<file path="src/rtl/instruction_fetch_unit.sv">
// Fetch stage: PC, in-order imem requests, PC-tagged instruction FIFO
// and valid/ready handoff to decode with execute-driven redirects.
module instruction_fetch_unit #(
  parameter int unsigned     PC_W      = 8,
  parameter int unsigned     INSTR_W   = 16,
  parameter logic [PC_W-1:0] RESET_PC  = '0,
  parameter int unsigned     BUF_DEPTH = 2
) (
  input  logic               clk,
  input  logic               rst_n,
  input  logic               fetch_en,
  output logic               imem_req,
  output logic [PC_W-1:0]    imem_addr,
  input  logic               imem_rvalid,
  input  logic [INSTR_W-1:0] imem_rdata,
  input  logic               redirect_valid,
  input  logic [PC_W-1:0]    redirect_pc,
  output logic               instr_valid,
  input  logic               instr_ready,
  output logic [INSTR_W-1:0] instr_out,
  output logic [PC_W-1:0]    instr_pc,
  output logic               busy
);
  localparam int unsigned CNT_W = $clog2(BUF_DEPTH + 1);
  localparam int unsigned PTR_W = (BUF_DEPTH > 1) ? $clog2(BUF_DEPTH) : 1;
  localparam logic [CNT_W:0]   CAP  = (CNT_W+1)'(BUF_DEPTH);
  localparam logic [PTR_W-1:0] LAST = PTR_W'(BUF_DEPTH - 1);

  typedef enum logic [1:0] {IDLE, FETCH, DRAIN} state_e;

  typedef struct packed {
    logic [PC_W-1:0]    pc;
    logic [INSTR_W-1:0] instr;
  } entry_t;

  state_e           state_q, state_d;
  logic [PC_W-1:0]  pc_q, pc_d;
  logic [PC_W-1:0]  resp_pc_q, resp_pc_d;
  logic [CNT_W-1:0] out_q, out_d;
  logic [CNT_W-1:0] disc_q, disc_d;
  logic [CNT_W-1:0] cnt_q, cnt_d;
  logic [PTR_W-1:0] rd_q, rd_d;
  logic [PTR_W-1:0] wr_q, wr_d;
  entry_t           fifo_q [BUF_DEPTH];

  logic             rv, pop, push, issue;
  logic [CNT_W:0]   load;

  function automatic logic [PTR_W-1:0] nxt(input logic [PTR_W-1:0] p);
    return (p == LAST) ? '0 : p + PTR_W'(1);
  endfunction

  // Responses with nothing in flight are strays from before reset.
  assign rv          = imem_rvalid & (out_q != '0);
  assign instr_valid = (cnt_q != '0) & ~redirect_valid;
  assign pop         = instr_valid & instr_ready;
  assign load        = {1'b0, out_q} + {1'b0, cnt_q}
                     - {{CNT_W{1'b0}}, pop};
  assign issue       = (state_q == FETCH) & ~redirect_valid
                     & (load < CAP);
  assign push        = rv & ~redirect_valid & (disc_q == '0);

  assign imem_req  = issue;
  assign imem_addr = pc_q;
  assign instr_out = fifo_q[rd_q].instr;
  assign instr_pc  = fifo_q[rd_q].pc;
  assign busy      = (state_q != IDLE) | (out_q != '0);

  always_comb begin
    state_d = state_q;
    unique case (state_q)
      IDLE:    if (fetch_en) state_d = FETCH;
      FETCH:   if (!fetch_en) state_d = DRAIN;
      DRAIN: begin
        if (fetch_en)         state_d = FETCH;
        else if (out_q == '0) state_d = IDLE;
      end
      default: state_d = IDLE;
    endcase
  end

  always_comb begin
    pc_d      = pc_q;
    resp_pc_d = resp_pc_q;
    disc_d    = disc_q;
    cnt_d     = cnt_q;
    rd_d      = rd_q;
    wr_d      = wr_q;
    out_d     = out_q + CNT_W'(issue) - CNT_W'(rv);
    if (redirect_valid) begin
      // Everything still in flight belongs to the old path.
      pc_d      = redirect_pc;
      resp_pc_d = redirect_pc;
      disc_d    = out_q - CNT_W'(rv);
      cnt_d     = '0;
      rd_d      = '0;
      wr_d      = '0;
    end else begin
      if (issue) pc_d = pc_q + PC_W'(1);
      if (push) begin
        resp_pc_d = resp_pc_q + PC_W'(1);
        wr_d      = nxt(wr_q);
      end
      if (rv && disc_q != '0) disc_d = disc_q - CNT_W'(1);
      if (pop) rd_d = nxt(rd_q);
      cnt_d = cnt_q + CNT_W'(push) - CNT_W'(pop);
    end
  end

  always_ff @(posedge clk or negedge rst_n) begin
    if (!rst_n) begin
      state_q   <= IDLE;
      pc_q      <= RESET_PC;
      resp_pc_q <= RESET_PC;
      out_q     <= '0;
      disc_q    <= '0;
      cnt_q     <= '0;
      rd_q      <= '0;
      wr_q      <= '0;
      for (int i = 0; i < BUF_DEPTH; i++) fifo_q[i] <= '0;
    end else begin
      state_q   <= state_d;
      pc_q      <= pc_d;
      resp_pc_q <= resp_pc_d;
      out_q     <= out_d;
      disc_q    <= disc_d;
      cnt_q     <= cnt_d;
      rd_q      <= rd_d;
      wr_q      <= wr_d;
      if (push) fifo_q[wr_q] <= '{pc: resp_pc_q, instr: imem_rdata};
    end
  end

endmodule
</file>
<file path="config.mk">
export PLATFORM = sky130hd
export DESIGN_NAME = instruction_fetch_unit
export DESIGN_NICKNAME = d
export VERILOG_FILES = /design/src/rtl/instruction_fetch_unit.sv
export SDC_FILE = /design/constraint.sdc
export NUM_CORES = 1
export LEC_CHECK = 0
export ABC_AREA = 1
export BUFFER_PORTS_ARGS = -buffer_cell sky130_fd_sc_hd__buf_2
export CAP_MARGIN = 20
export CORE_UTILIZATION = 49
export CTS_CLUSTER_DIAMETER = 40
export DETAILED_ROUTE_END_ITERATION = 10
export PLACE_DENSITY = 0.71
export SLEW_MARGIN = 20
export SYNTH_ARGS = -nofsm -noshare
export SYNTH_HDL_FRONTEND = slang
export SYNTH_SLANG_ARGS = --single-unit
export TNS_END_PERCENT = 20
</file>
<file path="constraint.sdc">
create_clock -name clk -period 6.4 [get_ports clk]
set_input_delay 1.28 -clock clk [delete_from_list [all_inputs] [get_ports clk]]
set_output_delay 1.28 -clock clk [all_outputs]
set_load 0.02 [all_outputs]
</file>
==> out/qor.csv <==
stage,metric,value,unit
run_status,outcome,completed,
clocking,ctsResizeCount,0,
power_and_ir_drop,leakagePower,2.24,nW
timing,clock.fmax,192,MHz
clocking,cts.sinks,74,
setup_path,cp_max_fo,22,
place,place_area,0.00406,sq mm
synth,synth-seq-cells,74,
drt,drtIter0Drc,174,
floorplan,start_util,50.9,%
synth,syn_avg_cell_area,8.99,sq um
layout,multi_input_area,0.00155,sq mm
floorplan,die_h,89.0,microns
floorplan,die_x,89.0,microns
setup_path,crit_end,imem_req,
timing,setup_viol,0,
floorplan,core-area,0.00729,sq mm
setup_path,worst_ep_arrival_time,3920,ps
timing,min_period_over_period,81.3,%
grt,grt.met3_usage,5.36,%
timing,hold_viol,0,
synth,ys.warnings.count,0,
layout,num-fill-cells,699,
clocking,cts_buffers,9,
drt,num_vias,2894,
grt,grt_antenna_before_repair,0,
place,place_congestion,0.821,
setup_path,crit_start,redirect_valid,
timing,relSlewSlack,38.6,%
grt,grt_max_degree,75,
synth,async_flop_share,100,%
synth,ys_seq_area_share,49.9,%
layout,drive_gt1_share,25.7,%
clocking,clock_latency,340,ps
drt,wl,7300,microns
setup_path,crit_required,5120,ps
synth,synth.net_count,453,
synth,syn_inst,413,
drt,ant_nets,0,
power_and_ir_drop,p_total,1.82,mW
clocking,cts_max_level,3,
place,hpwl,4870,microns
power_and_ir_drop,p_per_area,427,mW/mm^2
flow_run,maxCapViolCount,0,
grt,top_usage_layer,met2,
drt,wire_per_inst,12.6,microns
timing,maxSlewViolCount,0,
clocking,cts_tree,yes,
layout,synthToLayoutAreaGrowth,14.9,%
clocking,holdBufCountCts,0,
setup_path,r2r_cells,14,
setup_path,end_kind,output pin,
clocking,cts_setup_buffers,0,
floorplan,rows,31,
timing,tightest_slew,921,ps
min_path,hold_class,reg2reg,
power_and_ir_drop,irDropWorstVdd,0.193,mV
layout,register_area,0.00185,sq mm
grt,grt_use_total,20.9,%
timing,fin_setup_tns,0,ps
grt,grt_first_pass_wirelength,12500,microns
clocking,cts_buffer_depth,2,
synth,ys_types,29,
setup_path,critPathKind,in2out,
layout,n_antenna_cell,0,
synth,synth-main-ff-cell,dfrtp_1,
layout,final_util,58.5,%
setup_path,worstSetupStartpointType,primary input,
floorplan,die_area,0.00793,sq mm
clocking,root_buffer,clkbuf_8,
timing,clock_skew,9.72,ps
floorplan,ioPinCount,65,
layout,final_area,0.00427,sq mm
timing,rsz0062_at_grt,false,
drt,drc,0,
setup_path,reg2reg_from,cnt_q[1],
grt,grt_pass1_vias,2738,
place,io_buffers,64,
layout,final_nets,513,
grt,overflow,0,
drt,vias_per_cell,5.02,
min_path,hold_depth,2,
setup_path,reg2reg_slack,3360,ps
timing,whs,482,ps
grt,use_met2,34.8,%
timing,finalCriticalPeriod,5200,ps
drt,firstDrtPassIters,4,
clocking,cts.clk_slew.worst_paths,80,ps
synth,syn_area,0.00371,sq mm
setup_path,r2r-end,imem_addr[5],
synth,synth_edf_count,0,
grt,grtUsageMet1,26.9,%
## synthesized netlist by cell type (all sizes together) (2+ instances only)
master | count | area (sq um)
a21oi | 3 | 15.0
buf | 13 | 96.3
clkbuf | 3 | 11.3
dfrtp | 74 | 1850
ha | 9 | 113
inv | 53 | 199
mux2 | 24 | 270
nand2 | 101 | 387
nand3 | 33 | 178
nand4 | 3 | 18.8
nor2 | 20 | 93.8
o211ai | 3 | 22.5
o21ai | 60 | 334
o21bai | 2 | 15.0
xnor2 | 3 | 26.3
xor2 | 4 | 35.0
## per-stage QoR
stage               worst slack [ps]  cells
floorplan                       1470    413
global placement                1310    561
detailed placement              1220    561
CTS                             1200    577
global route                    1010    577
finish                          1200    577
## worst min-delay path by stage
| stage | from | endpoint | slack, ps |
|---|---|---|---|
| floorplan | fifo_q[2] | fifo_q[2] | 450 |
| global placement | fifo_q[0] | fifo_q[0] | 460 |
| detailed placement | fifo_q[5] | fifo_q[5] | 470 |
| CTS | fifo_q[40] | fifo_q[40] | 490 |
| global route | fifo_q[23] | fifo_q[23] | 500 |
| finish | fifo_q[40] | fifo_q[40] | 480 |
## placed cells by master, fill, tap and decap left out, types with 10 or more instances in the layout
master and instances:
clkbuf_8 10, o21ai_0 30, nand3_1 32, o21ai_1 21
nand2_1 98, mux2_2 24, inv_1 52, dfrtp_1 73
nor2_1 18, buf_2 64
## critical path, stage by stage
cell	delay [ps]
buf_2	360
a21oi_1	110
nand2_1	120
inv_1	70
ha_1	260
or2_2	300
fa_1	480
inv_1	40
nor2_1	130
nand2_1	80
nor2_2	430
buf_2	260
## report_power, final
group	internal, mW	switching, mW	leakage [nW]
Clock	0.194	0.182	0.0995
Combinational	0.288	0.420	1.20
Sequential	0.628	0.110	0.945
## sequential cells by signal, indices dropped and copies added, names as in the netlist
signal / cells
imem_addr: 8
rd_q: 1
fifo_q: 48
state_q: 2
out_q: 2
disc_q: 2
wr_q: 1
cnt_q: 2
resp_pc_q: 8
## cell families (layout without fill, tap and decap cells)
| kind of cell | after synthesis | after routing | share of synthesized area (%) |
|---|---|---|---|
| AO/OA/AOI/OAI | 69 | 69 | 10.6 |
| buffers and inverters | 69 | 134 | 8.26 |
| adder cells (fa/ha/maj) | 10 | 10 | 3.57 |
| XOR/XNOR | 7 | 7 | 1.65 |
| multiplexers | 24 | 24 | 7.28 |
| flip-flops | 74 | 74 | 49.9 |
| AND/OR/NAND/NOR | 160 | 160 | 18.7 |
## final cells by class
type                            instances  share of cell area (%)
Clock buffer                           10                    3.23
Clock inverter                          6                    1.67
Inverter                               53                    4.66
Multi-Input combinational cell        270                    36.4
Sequential cell                        74                    43.4
Tap cell                               99                    2.90
Timing Repair Buffer                   65                    7.68
## metal layers
metal	part of all wire, %	vias to the layer above
met3	4.6	4
met1	47	1363
li1	-	1455
met2	47	72
met5	0	-
met4	0.63	0
No activity file was read; power rests on OpenSTA's default activity.
